**src/rtl/moka_rv32i_trace_pkg.sv**
```systemverilog
// Shared types for the commit tracer: the record layout pushed through the
// trace FIFO, plus small helpers used when building a record.
package moka_rv32i_trace_pkg;

    localparam int TRACE_SEQ_W  = 32;
    localparam int TRACE_DATA_W = 32;

    localparam logic [4:0] X0 = 5'd0;

    typedef struct packed {
        logic [TRACE_SEQ_W-1:0]  seq;
        logic [TRACE_DATA_W-1:0] pc;
        logic [TRACE_DATA_W-1:0] instr;
        logic                    rd_we;
        logic [4:0]              rd;
        logic [TRACE_DATA_W-1:0] rd_data;
        logic                    mem_we;
        logic [TRACE_DATA_W-1:0] mem_addr;
        logic [TRACE_DATA_W-1:0] mem_wdata;
        logic [TRACE_DATA_W-1:0] next_pc;
    } trace_rec_t;

    localparam int TRACE_REC_W = $bits(trace_rec_t);

    // Sequential successor unless the branch/jump was taken; wraps modulo 2^W.
    function automatic logic [TRACE_DATA_W-1:0] calc_next_pc(
        input logic [TRACE_DATA_W-1:0] pc,
        input logic                    taken,
        input logic [TRACE_DATA_W-1:0] target
    );
        return taken ? target : (pc + TRACE_DATA_W'(4));
    endfunction

endpackage

```
**src/rtl/moka_rv32i_sc_commit_tracer_fifo.sv**
```systemverilog
// Generic first-word-fall-through FIFO. The head entry is presented on rdata
// combinationally; a push into a full FIFO is accepted only when a pop
// happens at the same edge. Pop while empty is ignored.
module moka_sync_fifo #(
    parameter int WIDTH = 8,
    parameter int DEPTH = 16
) (
    input  logic                       clk,
    input  logic                       rst,
    input  logic                       push,
    input  logic                       pop,
    input  logic [WIDTH-1:0]           wdata,
    output logic [WIDTH-1:0]           rdata,
    output logic                       full,
    output logic                       empty,
    output logic [$clog2(DEPTH):0]     level
);

    localparam int AW = $clog2(DEPTH);
    localparam int LW = AW + 1;

    logic [WIDTH-1:0] mem_q [DEPTH];
    logic [AW-1:0]    wr_ptr_q, wr_ptr_d;
    logic [AW-1:0]    rd_ptr_q, rd_ptr_d;
    logic [LW-1:0]    level_q, level_d;
    logic             do_push, do_pop;

    // Qualify requests and compute next pointer/occupancy values.
    always_comb begin
        do_pop   = pop & (level_q != '0);
        do_push  = push & ((level_q != LW'(DEPTH)) | do_pop);
        wr_ptr_d = wr_ptr_q;
        rd_ptr_d = rd_ptr_q;
        level_d  = level_q;
        if (do_push) begin
            wr_ptr_d = wr_ptr_q + AW'(1);
        end
        if (do_pop) begin
            rd_ptr_d = rd_ptr_q + AW'(1);
        end
        case ({do_push, do_pop})
            2'b10:   level_d = level_q + LW'(1);
            2'b01:   level_d = level_q - LW'(1);
            default: level_d = level_q;
        endcase
    end

    // Pointer and occupancy registers.
    always_ff @(posedge clk or posedge rst) begin
        if (rst) begin
            wr_ptr_q <= '0;
            rd_ptr_q <= '0;
            level_q  <= '0;
        end else begin
            wr_ptr_q <= wr_ptr_d;
            rd_ptr_q <= rd_ptr_d;
            level_q  <= level_d;
        end
    end

    // Storage needs no reset: entries are only visible once level covers them.
    always_ff @(posedge clk) begin
        if (do_push) begin
            mem_q[wr_ptr_q] <= wdata;
        end
    end

    assign rdata = mem_q[rd_ptr_q];
    assign full  = (level_q == LW'(DEPTH));
    assign empty = (level_q == '0);
    assign level = level_q;

endmodule

```
**src/rtl/moka_rv32i_sc_commit_tracer.sv**
```systemverilog
// Commit tracer for the single-cycle core. Builds one record per retired
// instruction, queues it in an FWFT FIFO and streams it over valid/ready.
// Sequence numbering counts every capture attempt, so dropped records show up
// as gaps; drop count and sticky overflow let the sink detect the loss.
module moka_rv32i_sc_commit_tracer
    import moka_rv32i_trace_pkg::*;
#(
    parameter int DATA_WIDTH = 32,
    parameter int DEPTH      = 16,
    parameter int CNT_WIDTH  = 16
) (
    input  logic                     clk,
    input  logic                     rst,
    input  logic                     trace_en,
    input  logic                     retire,
    input  logic [DATA_WIDTH-1:0]    pc,
    input  logic [DATA_WIDTH-1:0]    instruction,
    input  logic                     RegWrite,
    input  logic [4:0]               rd,
    input  logic [DATA_WIDTH-1:0]    WD3,
    input  logic                     MemWrite,
    input  logic [DATA_WIDTH-1:0]    ALUResult,
    input  logic [DATA_WIDTH-1:0]    RD2,
    input  logic                     PCSrc,
    input  logic [DATA_WIDTH-1:0]    PCTarget,
    output logic                     trace_valid,
    input  logic                     trace_ready,
    output logic [31:0]              trace_seq,
    output logic [DATA_WIDTH-1:0]    trace_pc,
    output logic [DATA_WIDTH-1:0]    trace_instr,
    output logic [DATA_WIDTH-1:0]    trace_next_pc,
    output logic                     trace_rd_we,
    output logic [4:0]               trace_rd,
    output logic [DATA_WIDTH-1:0]    trace_rd_data,
    output logic                     trace_mem_we,
    output logic [DATA_WIDTH-1:0]    trace_mem_addr,
    output logic [DATA_WIDTH-1:0]    trace_mem_wdata,
    output logic [$clog2(DEPTH):0]   level,
    output logic                     overflow,
    output logic [CNT_WIDTH-1:0]     drop_cnt
);

    // The record struct is laid out for the package data width.
    if (DATA_WIDTH != TRACE_DATA_W) begin : g_bad_width
        $error("DATA_WIDTH must equal TRACE_DATA_W");
    end
    if (DEPTH < 2 || (DEPTH & (DEPTH - 1)) != 0) begin : g_bad_depth
        $error("DEPTH must be a power of two and at least 2");
    end

    logic [TRACE_SEQ_W-1:0] seq_q, seq_d;
    logic [CNT_WIDTH-1:0]   drop_cnt_q, drop_cnt_d;
    logic                   overflow_q, overflow_d;

    logic                   push_req, fifo_push, fifo_pop, drop;
    logic                   fifo_full, fifo_empty;
    logic [TRACE_REC_W-1:0] fifo_rdata;
    trace_rec_t             new_rec, head_rec;

    // Build the incoming record; fields that do not apply are zeroed so the
    // sink can compare records without masking.
    always_comb begin
        new_rec           = '0;
        new_rec.seq       = seq_q;
        new_rec.pc        = pc;
        new_rec.instr     = instruction;
        new_rec.rd_we     = RegWrite & (rd != X0);
        new_rec.rd        = rd;
        new_rec.rd_data   = new_rec.rd_we ? WD3 : '0;
        new_rec.mem_we    = MemWrite;
        new_rec.mem_addr  = MemWrite ? ALUResult : '0;
        new_rec.mem_wdata = MemWrite ? RD2 : '0;
        new_rec.next_pc   = calc_next_pc(pc, PCSrc, PCTarget);
    end

    // Handshake, drop detection and next-state for sequence/drop tracking.
    always_comb begin
        push_req   = retire & trace_en;
        fifo_pop   = trace_ready & ~fifo_empty;
        fifo_push  = push_req & (~fifo_full | fifo_pop);
        drop       = push_req & fifo_full & ~fifo_pop;
        seq_d      = push_req ? (seq_q + TRACE_SEQ_W'(1)) : seq_q;
        drop_cnt_d = drop_cnt_q;
        if (drop && (drop_cnt_q != '1)) begin
            drop_cnt_d = drop_cnt_q + CNT_WIDTH'(1);
        end
        overflow_d = overflow_q | drop;
    end

    // Sequence, drop counter and sticky overflow registers.
    always_ff @(posedge clk or posedge rst) begin
        if (rst) begin
            seq_q      <= '0;
            drop_cnt_q <= '0;
            overflow_q <= 1'b0;
        end else begin
            seq_q      <= seq_d;
            drop_cnt_q <= drop_cnt_d;
            overflow_q <= overflow_d;
        end
    end

    moka_sync_fifo #(
        .WIDTH (TRACE_REC_W),
        .DEPTH (DEPTH)
    ) u_fifo (
        .clk   (clk),
        .rst   (rst),
        .push  (fifo_push),
        .pop   (fifo_pop),
        .wdata (new_rec),
        .rdata (fifo_rdata),
        .full  (fifo_full),
        .empty (fifo_empty),
        .level (level)
    );

    // Head record, blanked while empty so stale storage never leaks out.
    always_comb begin
        head_rec = fifo_empty ? '0 : trace_rec_t'(fifo_rdata);
    end

    assign trace_valid     = ~fifo_empty;
    assign trace_seq       = head_rec.seq;
    assign trace_pc        = head_rec.pc;
    assign trace_instr     = head_rec.instr;
    assign trace_next_pc   = head_rec.next_pc;
    assign trace_rd_we     = head_rec.rd_we;
    assign trace_rd        = head_rec.rd;
    assign trace_rd_data   = head_rec.rd_data;
    assign trace_mem_we    = head_rec.mem_we;
    assign trace_mem_addr  = head_rec.mem_addr;
    assign trace_mem_wdata = head_rec.mem_wdata;
    assign overflow        = overflow_q;
    assign drop_cnt        = drop_cnt_q;

endmodule
```
**config.mk**
```make
export PLATFORM = sky130hd
export DESIGN_NAME = moka_rv32i_sc_commit_tracer
export DESIGN_NICKNAME = d
export VERILOG_FILES = /design/src/rtl/moka_rv32i_trace_pkg.sv /design/src/rtl/moka_rv32i_sc_commit_tracer_fifo.sv /design/src/rtl/moka_rv32i_sc_commit_tracer.sv
export SDC_FILE = /design/constraint.sdc
export NUM_CORES = 2
export LEC_CHECK = 0
export CAP_MARGIN = 25
export CORE_ASPECT_RATIO = 1.5
export CORE_MARGIN = 8
export CORE_UTILIZATION = 55
export CTS_CLUSTER_SIZE = 14
export DETAILED_ROUTE_END_ITERATION = 8
export PLACE_DENSITY = 0.74
export SYNTH_ARGS = -nofsm -noshare
export SYNTH_HDL_FRONTEND = slang
export SYNTH_SLANG_ARGS = --single-unit
```
**constraint.sdc**
```tcl
create_clock -name clk -period 18.2 [get_ports clk]
set_input_delay 1.82 -clock clk [delete_from_list [all_inputs] [get_ports clk]]
set_output_delay 1.82 -clock clk [all_outputs]
set_load 0.03 [all_outputs]
```
---- Word level (Yosys, flattened, before mapping) ----
Memory sizes are Yosys's and may differ from the RTL's.
Index checks and enable logic that the tools add are counted.
word-level totals
  flip-flop bits (word level) ............. 62
  bits in writable memories ............... 3696
  input bits .............................. 205
  logic and storage cells ................. 46
  memories ................................ 1
operators by class
  add/subtract/negate cells ............... 7
  eq/ne operators ......................... 5
  mux-type cells .......................... 8
  bitwise operators ....................... 14
  reductions and logical operators ........ 5
memory list
  memory        words  bits a word  rd ports  clocked after Yosys merged registers in  wr ports  RTL line                                source
  u_fifo.mem_q  16     231          1         0                                        1         moka_rv32i_sc_commit_tracer_fifo.sv:22  logic [WIDTH-1:0] mem_q [DEPTH];
operators with widths
  cell                   number
  $mux 231               1
  $mux 32                4
  $add 32x1->32 const B  1
  $add 32x3->32 const B  1
  $add 16x1->16 const B  1
  $ne 16x16->1 const B   1
  $pmux 5 s2             1
  $reduce_bool 5->1      2
  $add 4x1->4 const B    2
  $and 1x1->1            8
  $add 5x1->5 const B    1
  $eq 5x5->1 const B     1
  $logic_not 5->1        1
  $ne 5x5->1 const B     1
  $sub 5x1->5 const B    1
  $not 1->1              3
  $or 1x1->1             3
  $eq 2x1->1 const B     1
  $eq 2x2->1 const B     1
  $mux 1                 2
  $reduce_bool 2->1      1
  $logic_and 1x1->1      1

---- Logic depth before layout (Yosys ltp) ----
  depth after elaboration ................. 8
  depth in mapped cells ................... 14

---- Modules after synthesis ----
Synthesis repeated with hierarchy kept, for this count alone.
unflattened totals
  cells, all modules ...................... 6442
  area total of the unflattened synthesis .. 143591.5 um^2
modules (own cells, without submodules)
  module                       times used  cells an instance  area each (um^2)  sequential area each (um^2)
  moka_sync_fifo               1           5730               138276.4          111311.8
  moka_rv32i_sc_commit_tracer  1           712                5315.1            1226.2

---- Worst setup path before layout ----
No wires, ideal clock.
  path kind ............................... input to register
  start ................................... in retire
  end ..................................... mem u_fifo.mem_q[3][0] (netlist name) (enable)
  setup time .............................. 1104 ps
  arrival time ............................ 18177 ps
  data required time ...................... 17096 ps
  setup slack ............................. -1081 ps
  stages on the path ...................... 4
  path buffers ............................ 0
  cell sequence ........................... nand2_1 -> a31oi_1 -> nand2_1 -> nor3_1
on the way
  cells in the longest elaborated chain, start to end .. 5
ends and longest elaborated chain
  what                          RTL line                                source
  start, declared               moka_rv32i_sc_commit_tracer.sv:15       input logic retire,
  $and 1x1->1                   moka_rv32i_sc_commit_tracer.sv:78       push_req = retire & trace_en;
  $and 1x1->1                   moka_rv32i_sc_commit_tracer.sv:80       fifo_push = push_req & (~fifo_full | fifo_pop);
  $and 1x1->1                   moka_rv32i_sc_commit_tracer_fifo.sv:31  do_push = push & ((level_q != LW'(DEPTH)) | do_pop);
  $mux 1                        moka_rv32i_sc_commit_tracer_fifo.sv:63  if (do_push) begin
  $mux 1 (implied by the code)  moka_rv32i_sc_commit_tracer_fifo.sv:64  mem_q[wr_ptr_q] <= wdata;
  end, declared                 moka_rv32i_sc_commit_tracer_fifo.sv:22
Every way passes these cells.

---- Worst setup path in the final report ----
  start ................................... reg u_fifo.rd_ptr_q[0]
  end ..................................... out trace_mem_addr[13]
on the way
  cells in the longest elaborated chain, start to end .. 2
ends and longest elaborated chain
  what                    RTL line                                source
  start, declared         moka_rv32i_sc_commit_tracer_fifo.sv:24  logic [AW-1:0] rd_ptr_q, rd_ptr_d;
  start signal, assigned  moka_rv32i_sc_commit_tracer_fifo.sv:56  rd_ptr_q <= rd_ptr_d;
  $mem_v2 16x231          n/a
  $mux 231                moka_rv32i_sc_commit_tracer.sv:120      head_rec = fifo_empty ? '0 : trace_rec_t'(fifo_rdata);
  end, declared           moka_rv32i_sc_commit_tracer.sv:36       output logic [DATA_WIDTH-1:0] trace_mem_addr,
Every way passes these cells.

==> flow_metrics.env <==
export IMPL_reg2reg_slack_ns=12.80
export IMPL_timing_rr_start="u_fifo.level[2]"
export IMPL_worst_setup_path_start_kind="flip-flop"
export IMPL_cellLeakagePower_nw=51.79
export IMPL_synth_seq_area_share_pct=78.26
export IMPL_dpl_instance_area_mm2=0.1530
export IMPL_drive_gt1_share_pct=22.18
export IMPL_nNetsFinal=7020
export IMPL_clk_pin_slew_ns=0.07
export IMPL_cts_path_max_buffers=4
export IMPL_drc=0
export IMPL_cts_root_buf="clkbuf_16"
export IMPL_min_period_ns=8.104
export IMPL_status="completed"
export IMPL_setup_ws_ns=10.10
export IMPL_dieArea_mm2=0.2784
export IMPL_grt_pass1_vias=71394
export IMPL_hold_violations=0
export IMPL_die_x_um=433.5
export IMPL_grt_pass1_wl_mm=486.5
export IMPL_avgSynthCellArea_um2=23.29
export IMPL_yosysWarnings=0
export IMPL_holdPathEnd="overflow"
export IMPL_min_from="overflow"
export IMPL_highest_layer="met5"
export IMPL_clock_sinks=3758
export IMPL_setup_viol=0
export IMPL_switchingPower_mw=7.988
export IMPL_drt_total_wl_mm=335.7
export IMPL_syn_num_nets=6390
export IMPL_internal_power_mw=17.27
export IMPL_drtIter0Drc=7473
export IMPL_synth_area_mm2=0.1438
export IMPL_critPathSlowestCell="dfrtp_4"
export IMPL_synth_main_ff_cell="edfxtp_1"
export IMPL_sw_frac_of_total_pct=31.63
export IMPL_drv_slew=0
export IMPL_crit_fanout=46
export IMPL_relSlewSlack_pct=23.60
export IMPL_fin_total_pwr_mw=25.26
export IMPL_antenna_found_initial=20
export IMPL_wl_met2_mm=170.2
export IMPL_cp_common_cell="buf_4"
export IMPL_synth_async_reset_ratio_pct=1.650
export IMPL_critPathRequiredTime_ns=16.38
export IMPL_cts_setup_buffers=0
export IMPL_wl_per_cell_um=31.93
export IMPL_place_ws_ns=9.921
export IMPL_clkPwrFrac_pct=26.6
export IMPL_holdWs_ns=0.4788
export IMPL_ctsResizeCount=0
export IMPL_final_area_mm2=0.1634
export IMPL_drv_cap=0
export IMPL_fin_worst_skew_ns=0.04550
export IMPL_syn2layout_area_growth_pct=13.64
export IMPL_wl_met3_mm=27.10
export IMPL_critical_path_class="reg2out"
export IMPL_dp_hpwl_mm=169.4
export IMPL_vias=67730
export IMPL_crit_path_max_incr_delay_ns=0.98
export IMPL_synth_edf_count=3696
export IMPL_pin_count=459
export IMPL_multi_input_area_mm2=0.02997
export IMPL_arrival_ns=6.28
export IMPL_end_kind="output port"
export IMPL_r2r_end="u_fifo.mem_q[15][60]"
export IMPL_ir_drop_uv=147.8
export IMPL_wl_met1_mm=130.4
export IMPL_dp_cells=9933
export IMPL_ys_types=48
export IMPL_cts_tree="done"
export IMPL_regArea_mm2=0.1125
export IMPL_timing_final_crit_share_pct=44.53
export IMPL_first_pass_iters=5
export IMPL_crit_family="buffers and inverters"
export IMPL_p_seq_share_pct=40.5
export IMPL_grt_usage_pct=23.66
export IMPL_htree_levels=5
export IMPL_hold_buffers=0
export IMPL_grt_max_degree=156
export IMPL_cp_num_buf_inv=6
export IMPL_rsz0062_at_grt="no"
export IMPL_combPwrFrac_pct=32.9
export IMPL_start_util_pct=55.15
export IMPL_overflow=0
export IMPL_die_y_um=642.2
export IMPL_synth_seq_cells=3758
export IMPL_viasPerCell=6.441
export IMPL_ff2ff_path_depth=8
export IMPL_min_path_type="reg2reg"
export IMPL_path_cells="buf_4 -> buf_4 -> buf_4 -> buf_16 -> buf_4 -> mux4_2 -> mux2i_1 -> o22ai_1 -> clkdlybuf4s50_1"
export IMPL_instances_no_fill=10516
export IMPL_portBuffers=458
export IMPL_clock_latency_ns=0.86
export IMPL_netlist_instances=6174
export IMPL_routabilityCongestion=0.7475
export IMPL_worst_pin_slew_ns=1.146
export IMPL_whs_path_depth=1
export IMPL_core_mm2=0.2607
export IMPL_fin_setup_tns_ns=0
export IMPL_num_fill_cells=17085
export IMPL_fin_util_pct=62.68
export IMPL_p_per_area_mw_per_mm2=154.6
export IMPL_fmax_ghz=0.1234
export IMPL_num_rows=230
export IMPL_antenna_left=0
export IMPL_numCtsBuffers=340
synthesized netlist by cell type (6+ instances only):
library cell	n	share of area, %
nand3_1	23	0.080
nand4_1	20	0.087
o22ai_1	230	1.0
and4_1	9	0.055
and2_1	98	0.43
and3_1	12	0.052
ha_1	11	0.096
xor2_1	30	0.18
mux2i_1	461	3.2
nor2_1	31	0.081
nor4_1	8	0.035
nand2_1	63	0.16
clkbuf_1	157	0.41
edfxtp_1	3696	77
inv_1	12	0.031
dfrtp_1	62	1.1
nor3_1	13	0.045
o21ai_0	28	0.097
mux4_2	924	14
xnor2_1	52	0.32
buf_1	70	0.18
mux2_2	12	0.094
a21oi_1	9	0.031
nand2b_1	6	0.026
buf_2	104	0.36
cells in the final DEF, fill, tap and decap left out, types with 6 or more instances in the layout:
master,count
clkdlybuf4s50_1,456
buf_12,19
nor4_1,7
nor2_1,19
nor3_1,9
xor2_1,30
clkbuf_8,8
a21oi_1,9
clkinv_2,32
and4_1,9
and2_1,98
o22ai_1,230
dfrtp_1,59
inv_1,11
nor2_4,12
bufinv_16,12
edfxtp_1,3696
nand3_1,23
clkinv_1,57
clkbuf_16,349
clkbuf_1,86
mux2i_1,461
o21ai_1,8
buf_16,11
inv_6,8
mux2_2,12
nand4_1,20
ha_1,11
buf_4,129
and3_1,12
mux4_2,924
diode_2,6
xnor2_1,52
nand2_1,62
o21ai_0,20
flip-flops by register name, summed over array words and instances (netlist names):
name,flops
u_fifo.mem_q,3696
u_fifo.wr_ptr_q,4
u_fifo.rd_ptr_q,4
drop_cnt,16
u_fifo.level,5
seq_q,32
overflow,1
per-layer routing:
| metal | vias to the layer above | GRT usage, % |
|---|---|---|
| li1 | 27474 | - |
| met1 | 36548 | 32.96 |
| met2 | 3220 | 39.56 |
| met3 | 480 | 3.993 |
| met4 | 8 | 5.941 |
| met5 | - | 0 |
worst max path at each step:
stage / from / end / slack, ns / cells after the start
2_1_floorplan: retire / u_fifo.mem_q[15][0] / 5.14 / 4
3_3_place_gp: u_fifo.rd_ptr_q[0] / trace_mem_addr[13] / 9.98 / 8
3_5_place_dp: u_fifo.rd_ptr_q[0] / trace_mem_addr[13] / 9.92 / 8
4_1_cts: u_fifo.rd_ptr_q[0] / trace_mem_addr[13] / 8.97 / 8
5_1_grt: u_fifo.rd_ptr_q[0] / trace_mem_addr[13] / 9.57 / 9
6_report: u_fifo.rd_ptr_q[0] / trace_mem_addr[13] / 10.10 / 9
power by group through the flow:
stage          Sequential, mW  Combinational, mW  Clock, mW
2_1_floorplan            10.4               5.56          0
3_3_place_gp             10.4               8.29          0
3_5_place_dp             10.4               8.37          0
4_1_cts                  10.2               8.41       6.82
5_1_grt                  10.3               8.74       7.12
6_report                 10.2               8.32       6.72
logic make-up (layout without fill, tap and decap cells):
group | after synthesis | in the layout | synth area share [%]
AOI/OAI and AO/OA | 277 | 277 | 1.190
muxes | 1397 | 1397 | 17.77
DFF | 3758 | 3758 | 78.26
other | 0 | 6 | 0
and+or+nand+nor | 304 | 304 | 1.176
xor gates and xnor gates | 82 | 82 | 0.4995
buffers and inverters | 345 | 1201 | 1.002
adders and majority gates | 11 | 11 | 0.09571
final cells by class:
| cell class | count | area share [%] |
|---|---|---|
| inverters | 12 | 0.02756 |
| multi-input cells | 2071 | 18.34 |
| repair buffers | 621 | 3.841 |
| well taps | 3480 | 2.665 |
| flip-flops and latches | 3758 | 68.87 |
| clock inverters | 125 | 0.6317 |
| diodes | 6 | 0.009188 |
| clock buffers | 443 | 5.609 |
No activity file was read; power rests on OpenSTA's default activity.
